===== src/rtl/irq_pending_encoder_pkg.sv =====
// Shared sizing, FSM state type and one-hot helper for the pending-request encoder.
package irq_pkg;

  localparam int N_REQ = 8;
  localparam int IDX_W = $clog2(N_REQ);

  typedef enum logic {
    IDLE    = 1'b0,
    PRESENT = 1'b1
  } state_t;

  function automatic logic [N_REQ-1:0] onehot(input logic [IDX_W-1:0] idx);
    onehot      = '0;
    onehot[idx] = 1'b1;
  endfunction

endpackage


===== src/rtl/irq_pending_encoder_if.sv =====
// Request capture inputs plus the index valid/ready channel of the pending encoder.
interface irq_pending_encoder_if;
  import irq_pkg::*;

  logic [N_REQ-1:0] req_in;
  logic [N_REQ-1:0] mask;
  logic             out_valid;
  logic             out_ready;
  logic [IDX_W-1:0] out_idx;
  logic [N_REQ-1:0] pending;
  logic             overrun;

  modport master (
    input  req_in, mask, out_ready,
    output out_valid, out_idx, pending, overrun
  );

  modport slave (
    output req_in, mask, out_ready,
    input  out_valid, out_idx, pending, overrun
  );

endinterface


===== src/rtl/irq_pending_encoder_prio_enc_n.sv =====
// Combinational highest-set-bit encoder; zero latency, no flow control.
// An all-zero input yields idx=0 with any=0.
module prio_enc_n #(
  parameter int N = 8,
  parameter int W = 3
) (
  input  logic [N-1:0] in_vec,
  output logic [W-1:0] idx,
  output logic         any
);

  always_comb begin
    idx = '0;
    for (int i = 0; i < N; i++) begin
      if (in_vec[i]) idx = W'(i);
    end
  end

  assign any = |in_vec;

endmodule


===== src/rtl/irq_pending_encoder.sv =====
// Sticky 8-line request capture with masked priority select (bit 7 highest) onto valid/ready.
// Edge to out_valid in 2 cycles; presented index held until accepted, back-to-back on accept.
module irq_pending_encoder
  import irq_pkg::*;
#(
  parameter bit EDGE = 1'b1
) (
  input logic                   clk,
  input logic                   rst,
  irq_pending_encoder_if.master bus
);

  state_t           state, state_nxt;
  logic [IDX_W-1:0] idx_q, idx_nxt, enc_idx;
  logic [N_REQ-1:0] pending_q, pending_nxt;
  logic [N_REQ-1:0] req_d, ev, clr, eligible, rem, enc_in;
  logic             overrun_q, overrun_nxt, enc_any, accept;

  assign ev       = EDGE ? (bus.req_in & ~req_d) : bus.req_in;
  assign accept   = (state == PRESENT) && bus.out_ready;
  assign clr      = accept ? onehot(idx_q) : '0;
  assign eligible = pending_q & ~bus.mask;
  assign rem      = eligible & ~clr;
  assign enc_in   = (state == PRESENT) ? rem : eligible;

  // A fresh event on the bit being cleared re-arms it rather than counting as overrun.
  assign pending_nxt = (pending_q & ~clr) | ev;
  assign overrun_nxt = |(ev & pending_q & ~clr);

  prio_enc_n #(
    .N (N_REQ),
    .W (IDX_W)
  ) u_prio (
    .in_vec (enc_in),
    .idx    (enc_idx),
    .any    (enc_any)
  );

  always_comb begin
    state_nxt = state;
    idx_nxt   = idx_q;
    case (state)
      IDLE: begin
        if (enc_any) begin
          idx_nxt   = enc_idx;
          state_nxt = PRESENT;
        end
      end
      PRESENT: begin
        // No re-selection while stalled: only an accept may move the index.
        if (bus.out_ready) begin
          if (enc_any) idx_nxt = enc_idx;
          else         state_nxt = IDLE;
        end
      end
      default: state_nxt = IDLE;
    endcase
  end

  always_ff @(posedge clk) begin
    if (rst) begin
      state     <= IDLE;
      idx_q     <= '0;
      pending_q <= '0;
      overrun_q <= 1'b0;
      req_d     <= '0;
    end else begin
      state     <= state_nxt;
      idx_q     <= idx_nxt;
      pending_q <= pending_nxt;
      overrun_q <= overrun_nxt;
      req_d     <= bus.req_in;
    end
  end

  assign bus.out_valid = (state == PRESENT);
  assign bus.out_idx   = idx_q;
  assign bus.pending   = pending_q;
  assign bus.overrun   = overrun_q;

endmodule


===== src/flat_wrapper.sv =====
// flat-port wrapper written by rule: the top's interface ports become plain ports
module irq_pending_encoder_flat import irq_pkg::*;
#(
  parameter bit EDGE = 1'b1
)
  (clk, rst, bus_req_in, bus_mask, bus_out_ready, bus_out_valid, bus_out_idx, bus_pending, bus_overrun);
  irq_pending_encoder_if bus_i ();
  input logic clk;
  input logic rst;
  input wire logic [$bits(bus_i.req_in)-1:0] bus_req_in;
  input wire logic [$bits(bus_i.mask)-1:0] bus_mask;
  input wire logic [$bits(bus_i.out_ready)-1:0] bus_out_ready;
  output wire logic [$bits(bus_i.out_valid)-1:0] bus_out_valid;
  output wire logic [$bits(bus_i.out_idx)-1:0] bus_out_idx;
  output wire logic [$bits(bus_i.pending)-1:0] bus_pending;
  output wire logic [$bits(bus_i.overrun)-1:0] bus_overrun;
  assign bus_i.req_in = bus_req_in;
  assign bus_i.mask = bus_mask;
  assign bus_i.out_ready = bus_out_ready;
  assign bus_out_valid = bus_i.out_valid;
  assign bus_out_idx = bus_i.out_idx;
  assign bus_pending = bus_i.pending;
  assign bus_overrun = bus_i.overrun;
  irq_pending_encoder #(.EDGE(EDGE)) u_core (.clk(clk), .rst(rst), .bus(bus_i));
endmodule

===== config.mk =====
export PLATFORM = sky130hd
export DESIGN_NAME = irq_pending_encoder_flat
export DESIGN_NICKNAME = d
export VERILOG_FILES = /design/src/rtl/irq_pending_encoder_pkg.sv /design/src/rtl/irq_pending_encoder_if.sv /design/src/rtl/irq_pending_encoder_prio_enc_n.sv /design/src/rtl/irq_pending_encoder.sv /design/src/flat_wrapper.sv
export SDC_FILE = /design/constraint.sdc
export NUM_CORES = 1
export LEC_CHECK = 0
export ABC_AREA = 1
export CAP_MARGIN = 20
export CORE_MARGIN = 2
export CORE_UTILIZATION = 45
export DETAILED_ROUTE_END_ITERATION = 6
export PLACE_DENSITY = 0.82
export SLEW_MARGIN = 20
export SYNTH_ARGS = -nofsm -noshare
export SYNTH_HDL_FRONTEND = slang
export SYNTH_SLANG_ARGS = --single-unit

===== constraint.sdc =====
create_clock -name clk -period 1.5 [get_ports clk]
set_input_delay 0.3 -clock clk [delete_from_list [all_inputs] [get_ports clk]]
set_output_delay 0.3 -clock clk [all_outputs]
set_load 0.05 [all_outputs]

# [After elaboration in Yosys (flattened, before gate mapping)]
# Index checks and enable logic that the tools add are counted.
[totals] elab_cells=40 ram_bits=0 ff_bits=21 input_bits=19 output_inout_bits=13 n_memories=0 rom_bits=0 latch_bits=0
[classes] eq_ne=1 mul=0 n_bitwise=11 shifts=0 n_reduce_logical=4 div=0 mux=17 n_addsub=0 n_lt_le_gt_ge=2
[ops] operator="$and 8x8->8" count=6
[ops] operator="$mux 3" count=8
[ops] operator="$not 8->8" count=3
[ops] operator="$mux 8" count=2
[ops] operator="$reduce_or 8->1" count=2
[ops] operator="$or 8x8->8" count=1
[ops] operator="$pmux 3 s2" count=1
[ops] operator="$lt 3x4->1 const B" count=1
[ops] operator="$mux 1" count=4
[ops] operator="$demux 1 s3" count=1
[ops] operator="$ge 3x1->1 const B" count=1
[ops] operator="$logic_and 1x1->1" count=2
[ops] operator="$ne 2x2->1 const B" count=1
[ops] operator="$pmux 1 s2" count=1
[ops] operator="$not 1->1" count=1

# [Longest topological paths before layout]
# Gate-level depths: netlist of the first run.
[logic_depth] depth_word=18 ltp_mapped=12 mapped_depth_nobuf=12

# [By module]
# Synthesis of the first run repeated with hierarchy kept, for this count alone.
[unflattened] cells_unflattened=154 area_unflattened_um2=972.2
[modules_own_cells] mod="irq_pending_encoder" area_each_um2=894.6 cells_per_inst=134 instances=1 seq_area_each_um2=420.4
[modules_own_cells] mod="prio_enc_n" area_each_um2=77.6 cells_per_inst=20 instances=1 seq_area_each_um2=0.0

# [Worst setup path after synthesis of the first run]
# No wires, ideal clock.
[synth_timing] kind="reg2reg" startpoint="register u_core.state (netlist: u_core.bus.out_valid)" endpoint="register u_core.idx_q[0] (netlist: u_core.bus.out_idx[0])" setup_slack_ps=-194 path_buffers=0 period_less_slack_ps=1694 setup_ps=112 path_stages_with_launch=12 arrival_ps=1582 t_required_ps=1388 path_cell_list="dfxtp_1 nand2_2 nor2_4 nand2_2 nand2_2 nand2_2 nor2_2 nand2_2 nand2_4 nand2_1 nand2_1 nor2_1"
[synth_between] elab_chain_len=15 elab_cells_between_ends=18 classes_between="eq/ne (1); mux (12); bitwise (3); reduce/logical (2)"
[synth_lines] element="from (decl)" line="irq_pending_encoder.sv:13" rtl="state_t state, state_nxt;"
[synth_lines] element="from (signal assigned)" line="irq_pending_encoder.sv:68" rtl="state <= state_nxt;"
[synth_lines] element="$logic_and 1x1->1" line="irq_pending_encoder.sv:20" rtl="assign accept = (state == PRESENT) && bus.out_ready;"
[synth_lines] element="$mux 8" line="irq_pending_encoder.sv:21" rtl="assign clr = accept ? onehot(idx_q) : '0;"
[synth_lines] element="$not 8->8" line="irq_pending_encoder.sv:23" rtl="assign rem = eligible & ~clr;"
[synth_lines] element="$and 8x8->8" line="irq_pending_encoder.sv:23"
[synth_lines] element="$mux 8" line="irq_pending_encoder.sv:24" rtl="assign enc_in = (state == PRESENT) ? rem : eligible;"
[synth_lines] element="$mux 1" line="irq_pending_encoder_prio_enc_n.sv:15" rtl="if (in_vec[i]) idx = W'(i);"
[synth_lines] element="$mux 3 (6 in a row)" line="irq_pending_encoder_prio_enc_n.sv:15"
[synth_lines] element="$mux 3" line="irq_pending_encoder.sv:44, irq_pending_encoder.sv:52"
[synth_lines] element="$mux 3" line="irq_pending_encoder.sv:51" rtl="if (bus.out_ready) begin"
[synth_lines] element="$pmux 3 s2" line="irq_pending_encoder.sv:42" rtl="case (state)"
[synth_lines] element="to (signal assigned)" line="irq_pending_encoder.sv:69" rtl="idx_q <= idx_nxt;"
[synth_lines] element="to (decl)" line="irq_pending_encoder.sv:14" rtl="logic [IDX_W-1:0] idx_q, idx_nxt, enc_idx;"
# Parallel ways exist; a longest one is shown, timed or not. The select of a mux whose other input is x is not followed.
# A chain may end at the register's enable or synchronous reset.

# [Final worst setup path of the first run]
[layout_timing] startpoint="register u_core.state (netlist: u_core.bus.out_valid)" endpoint="register u_core.overrun_q (netlist: u_core.bus.overrun)"
[layout_between] elab_chain_len=5
[layout_lines] element="$logic_and 1x1->1" line="irq_pending_encoder.sv:20"
[layout_lines] element="$mux 8" line="irq_pending_encoder.sv:21"
[layout_lines] element="$not 8->8" line="irq_pending_encoder.sv:28" rtl="assign overrun_nxt = |(ev & pending_q & ~clr);"
[layout_lines] element="$and 8x8->8" line="irq_pending_encoder.sv:28"
[layout_lines] element="$reduce_or 8->1" line="irq_pending_encoder.sv:28"
[layout_lines] element="to (signal assigned)" line="irq_pending_encoder.sv:71" rtl="overrun_q <= overrun_nxt;"
[layout_lines] element="to (decl)" line="irq_pending_encoder.sv:17" rtl="logic overrun_q, overrun_nxt, enc_any, accept;"
# No other way between the ends.

==> results.json, run 1 <==
{
  "status": "finished, final reports clean",
  "met2WireLength_um": 1250,
  "drtAntennaViolNets": 0,
  "drv_cap": 0,
  "maxUsedRoutingLayer": "met4",
  "seqPwrFrac": 0.436,
  "rows": 17,
  "dpl.hpwl_um": 2040,
  "r2r_slack_ps": 130,
  "finalCriticalPeriod_ps": 1370,
  "antenna_found_initial": 0,
  "dr_wl_met3_um": 90,
  "grt_pass1_wl_um": 4000,
  "worst-setup-path-type": "flip-flop to flip-flop",
  "place_congestion": 0.900,
  "p_leak_uw": 0.000823,
  "wl_um": 2480,
  "pre_cts_ws_ps": -336,
  "drv_slew": 0,
  "ctsHtreeMaxLevel": 1,
  "first_pass_iters": 4,
  "place_area_um2": 1650,
  "clock_path_buffers": 2,
  "startpoint_type": "flip-flop",
  "slew_headroom": 0.820,
  "grt_use_total": 0.197,
  "finalSetupTns_ps": 0,
  "vias_per_cell": 4.64,
  "hp-class": "primary input to flip-flop",
  "root_buffer": "clkbuf_4",
  "die_h_um": 52.8,
  "cts.sinks": 21,
  "skew_ps": 2.66,
  "synth_enable_flop_cells": 0,
  "start_util": 0.480,
  "power_switching_uw": 533,
  "synth_ff_type": "dfxtp_1",
  "arrival_ps": 1610,
  "peakVddDrop_v": 0.000783,
  "crit_buf_inv": 1,
  "pin_count": 32,
  "met1_length_um": 1120,
  "hold_viol_final": 0,
  "areaGrowthSynthToFinish_pct": 57.8,
  "synth.area.top_cells": "dfxtp_1 (39%), inv_1 (11%), nor2_1 (11%)",
  "diodes": 0,
  "grt_max_degree": 13,
  "avgSynthCellArea_um2": 6.57,
  "ys_seq_elements": 21,
  "grt_pass1_vias": 995,
  "die-area_um2": 2790,
  "cpMaxStageDelayCell": "dfxtp_4",
  "p_per_area_nw_per_um2": 898,
  "worstPathMaxFanout": 4,
  "timing.rr.start": "u_core.bus.out_valid",
  "synth_top_area_frac": 0.393,
  "core_um2": 2230,
  "whs_endpoint": "u_core.bus.out_valid",
  "final_cell_area_um2": 1690,
  "clkPwrFrac": 0.181,
  "hold_ws_ps": 506,
  "cts_made_buffers": 3,
  "wl_per_cell_um": 10.4,
  "crit_required_ps": 1740,
  "drive_above_1_share": 0.275,
  "clk_pin_slew_ps": 120,
  "ys_warn_count": 0,
  "synthCells": 163,
  "port_buffers": 31,
  "clock_latency_ps": 300,
  "cts_tree": "built",
  "drc": 0,
  "path_cells": "nand2_2 > nor2_4 > buf_4 > a21boi_0 > nand3_1 > o21ai_0 > nor2_1 > a21oi_1",
  "setup_slack_ps": 130,
  "grt-ovfl-total": 0,
  "synth_area_um2": 1070,
  "nNetsFinal": 231,
  "crit_path_end_kind": "flip-flop",
  "vias": 1110,
  "r2r-end": "u_core.bus.overrun",
  "worstMarginPinSlew_ps": 267,
  "ys_async_sr_fraction": 0,
  "yosysTopAreaCell": "dfxtp_1",
  "setup_violations": 0,
  "slowest_delay_ps": 370,
  "rr_worst_depth": 8,
  "ys_seq_area_frac": 0.393,
  "p_int_uw": 984,
  "crit_family": "compound AO/OA/AOI/OAI gates",
  "hold_depth": 4,
  "synthTopCellsByCount": "inv_1 (32), nor2_1 (32), nand2_1 (22)",
  "p_comb_frac": 0.383,
  "yosys.cell_types.count": 17,
  "dr.first_iter.drc_count": 24,
  "worstHoldStart": "bus_out_ready",
  "die_x_um": 52.8,
  "syn_nets": 182,
  "swShare": 0.351,
  "max_freq_ghz": 0.730,
  "final.period_utilization": 0.913
}
## layer usage
layer,GRT usage,vias up
met5,0,-
met4,0.0513,0
met3,0.0343,2
met2,0.346,23
met1,0.245,501
li1,-,584
## cells by family after synthesis
| group | share of synthesized area |
|---|---|
| AO/OA/AOI/OAI | 0.111 |
| buffers and inverters | 0.126 |
| flip-flops | 0.393 |
| AND/OR/NAND/NOR | 0.370 |
## stage by stage
stage	utilization	instances	total power [uW]
final	0.757	239	1520
after global routing	0.757	239	1610
after CTS	0.750	238	1520
after detailed placement	0.738	234	1250
after global placement	0.738	234	1240
after floorplan	-	163	967
## layout make-up
cell class	count	area (um^2)
repair buffers	46	552
fillers	186	543
multi-input cells	106	515
flip-flops and latches	21	433
inverters	34	128
well taps	28	35.0
clock buffers	3	22.5
clock inverters	1	5.00
## flip-flops by register name (all words and copies together), names as in the netlist
name                  flops
u_core.bus.out_idx        3
u_core.bus.out_valid      1
u_core.bus.overrun        1
u_core.bus.pending        8
u_core.req_d              8
## what timing repair did
action,in CTS,in global routing
setup endpoints to repair,4,5
resized for setup,1,5
pin swaps,1,2
buffers inserted,0,1
hold buffers,0,0
## worst register-to-register path, cell delays in order, from the launching register on
cell and delay [ps]:
dfxtp_4 370, nand2_2 110, nor2_4 60, buf_4 130, a21boi_0 240, nand3_1 100, o21ai_0 120, nor2_1 70
a21oi_1 130
## layout by cell type, fill, tap and decap left out
cell / instances
dfxtp_2: 1
clkdlybuf4s50_1: 17
inv_1: 32
a21oi_1: 16
nand3_1: 11
clkinv_2: 1
o21ai_0: 2
nor2_4: 2
nor2_2: 4
nand2_2: 10
nand2_4: 2
a21boi_0: 1
buf_12: 13
buf_4: 15
dfxtp_1: 17
clkbuf_4: 3
nor2_1: 32
dlygate4sd2_1: 1
inv_2: 2
o21ai_1: 2
o21bai_2: 1
dfxtp_4: 3
nand2_1: 22
or2_2: 1
## how the worst max path moves through the flow
stage	endpoint	from	cells after the start
after detailed placement	u_core.bus.out_idx[1]	bus_out_ready	12
after CTS	u_core.bus.out_idx[1]	u_core.bus.out_valid	11
after floorplan	u_core.bus.out_idx[0]	u_core.bus.out_valid	11
after global routing	u_core.bus.out_idx[0]	u_core.bus.out_valid	11
after global placement	u_core.bus.out_idx[1]	bus_out_ready	12
final	u_core.bus.overrun	u_core.bus.out_valid	8
## power by group through the flow
stage | Combinational, uW | Clock [uW] | Sequential (uW)
2_1_floorplan | 192 | 0 | 774
3_3_place_gp | 565 | 0 | 674
3_5_place_dp | 576 | 0 | 676
4_1_cts | 577 | 280 | 664
5_1_grt | 628 | 311 | 669
6_report | 582 | 274 | 662
Note: power is estimated with default switching activity, not from simulation.
==> run 2, diff against run 1 <==
Settings changed: CORE_MARGIN 2 to not set, SKIP_LAST_GASP set to 1.
==> run 2 against run 1 <==
  * Routed wire length rose by 10%
  * Die area is 7.4% lower
  * Sequential share of layout area down 0.23 points
  * Via count grew 4.6%
  * Global-route usage rose by 3.0 points
  * Clock power grew 3%
  * Clock-buffer cell count stayed put
  * Register-to-register slack worse by 30 ps
  * Non-clock buffer count up 1
  * First-iteration DRC count is 33% lower
  * Power grew 2.0%
  * Critical path type unchanged
  * Highest routed layer unchanged
==> results.json, run 2 (synthesis results as in run 1) <==
{
  "crit_top_cell": "nand2_1",
  "crit_family": "simple AND/OR/NAND/NOR gates",
  "drv_slew": 0,
  "power.total_uw": 1550,
  "grt-ovfl-total": 0,
  "first_pass_iters": 4,
  "finalCriticalPeriod_ps": 1400,
  "cts_made_buffers": 3,
  "vias_per_cell": 4.84,
  "path_cells": "inv_2 > nor2_2 > nand2_1 > nand2_2 > nand2_4 > nor2_2 > nand2_2 > nand2_4 > nand2_1 > nand2_1 > nor2_1",
  "hold_viol_final": 0,
  "final_cell_area_um2": 1720,
  "clock_path_buffers": 2,
  "port_buffers": 31,
  "wl_um": 2730,
  "cts.sinks": 21,
  "dp.cells": 234,
  "root_buffer": "clkbuf_4",
  "pin_count": 32,
  "grt_pass1_vias": 1092,
  "arrival_ps": 1620,
  "start_util": 0.480,
  "status": "finished, final reports clean",
  "worst-setup-path-type": "flip-flop to flip-flop",
  "setup_slack_ps": 99.4,
  "drc": 0,
  "crit_path_end_kind": "flip-flop",
  "grt_use_total": 0.227,
  "crit_required_ps": 1720,
  "dpl.hpwl_um": 2180,
  "dr.first_iter.drc_count": 16,
  "wl_per_cell_um": 11.4,
  "final_cell_mix": "inv_1 (32), nor2_1 (32), nand2_1 (20)",
  "cpMaxStageDelayCell": "dfxtp_4",
  "holdBufCountCts": 0,
  "setup_violations": 0,
  "slowest_delay_ps": 410,
  "place_area_um2": 1650,
  "crit_buf_inv": 1,
  "place_congestion": 0.847,
  "hp-class": "flip-flop to flip-flop",
  "drv_cap": 0,
  "antenna_found_initial": 0,
  "p_leak_uw": 0.000837,
  "die_x_um": 50.8,
  "rows": 17,
  "rsz0062_at_grt": "no",
  "drtAntennaViolNets": 0,
  "diodes": 0,
  "drive_above_1_share": 0.288,
  "die_h_um": 50.8,
  "grt_max_degree": 13,
  "cts_tree": "built",
  "startpoint_type": "flip-flop",
  "worstMarginPinSlew_ps": 224,
  "clock_latency_ps": 310,
  "final.period_utilization": 0.934,
  "die-area_um2": 2580,
  "worstPathMaxFanout": 4,
  "clk_pin_slew_ps": 120,
  "pre_cts_ws_ps": -375,
  "hold_ws_ps": 512,
  "skew_ps": 5.10,
  "layoutNonFillerInstCount": 240,
  "nNetsFinal": 232,
  "grt_pass1_wl_um": 4370,
  "multiInputGateArea_um2": 531,
  "p_per_area_nw_per_um2": 902,
  "ctsHtreeMaxLevel": 1,
  "areaGrowthSynthToFinish_pct": 60.2,
  "slew_headroom": 0.849,
  "core_um2": 2230,
  "peakVddDrop_v": 0.000713,
  "area.sequential_um2": 435,
  "vias": 1161,
  "max_freq_ghz": 0.714,
  "n_fill_cell": 170
}
## run 2: report_power, final
| part | switching (uW) | internal (uW) | total, uW |
|---|---|---|---|
| Clock | 183 | 99.6 | 282 |
| Sequential | 53.7 | 609 | 663 |
| Combinational | 320 | 283 | 602 |
| Total | 556 | 991 | 1550 |
## run 2: tightest hold or removal path, stage by stage, from the launching register on
cell and delay, ps:
dfxtp_1 320, or2_2 100, a21oi_1 50
## run 2: timing repair
action / in CTS / in global routing
setup buffers: 0 / 2
pin swaps: 2 / 4
resized for setup: 1 / 9
endpoints found under the setup margin: 4 / 4
## run 2: final cells by class
| type | instances | share of cell area |
|---|---|---|
| timing repair buffer | 47 | 0.326 |
| multi-input combinational | 106 | 0.309 |
| sequential | 21 | 0.254 |
| inverter | 34 | 0.0744 |
| tap | 28 | 0.0204 |
| clock buffer | 3 | 0.0131 |
| clock inverter | 1 | 0.00292 |
## run 2: path summary, 6_finish.rpt
check / to / slack, ps / depth (start not counted) / startpoint
max: u_core.bus.out_idx[0] / 100 / 11 / u_core.bus.out_idx[1]
min: u_core.bus.pending[6] / 510 / 2 / u_core.req_d[6]
max reg2reg: u_core.bus.out_idx[0] / 100 / 11 / u_core.bus.out_idx[1]
min reg2reg: u_core.bus.pending[6] / 510 / 2 / u_core.req_d[6]
## run 2: per-layer routing
layer	up-vias	track usage	part of all wire
met5	-	0	0
met4	0	0.0926	0.011
met3	4	0.0333	0.036
met2	26	0.436	0.55
met1	544	0.242	0.40
li1	587	-	-
## run 2: stage by stage
| stage | TNS, ps | util |
|---|---|---|
| 2_1_floorplan | 0 | - |
| 5_1_grt | 0 | 0.768 |
| 4_1_cts | 0 | 0.750 |
| 6_report | 0 | 0.768 |
| 3_5_place_dp | -2600 | 0.738 |
| 3_3_place_gp | -2050 | 0.738 |
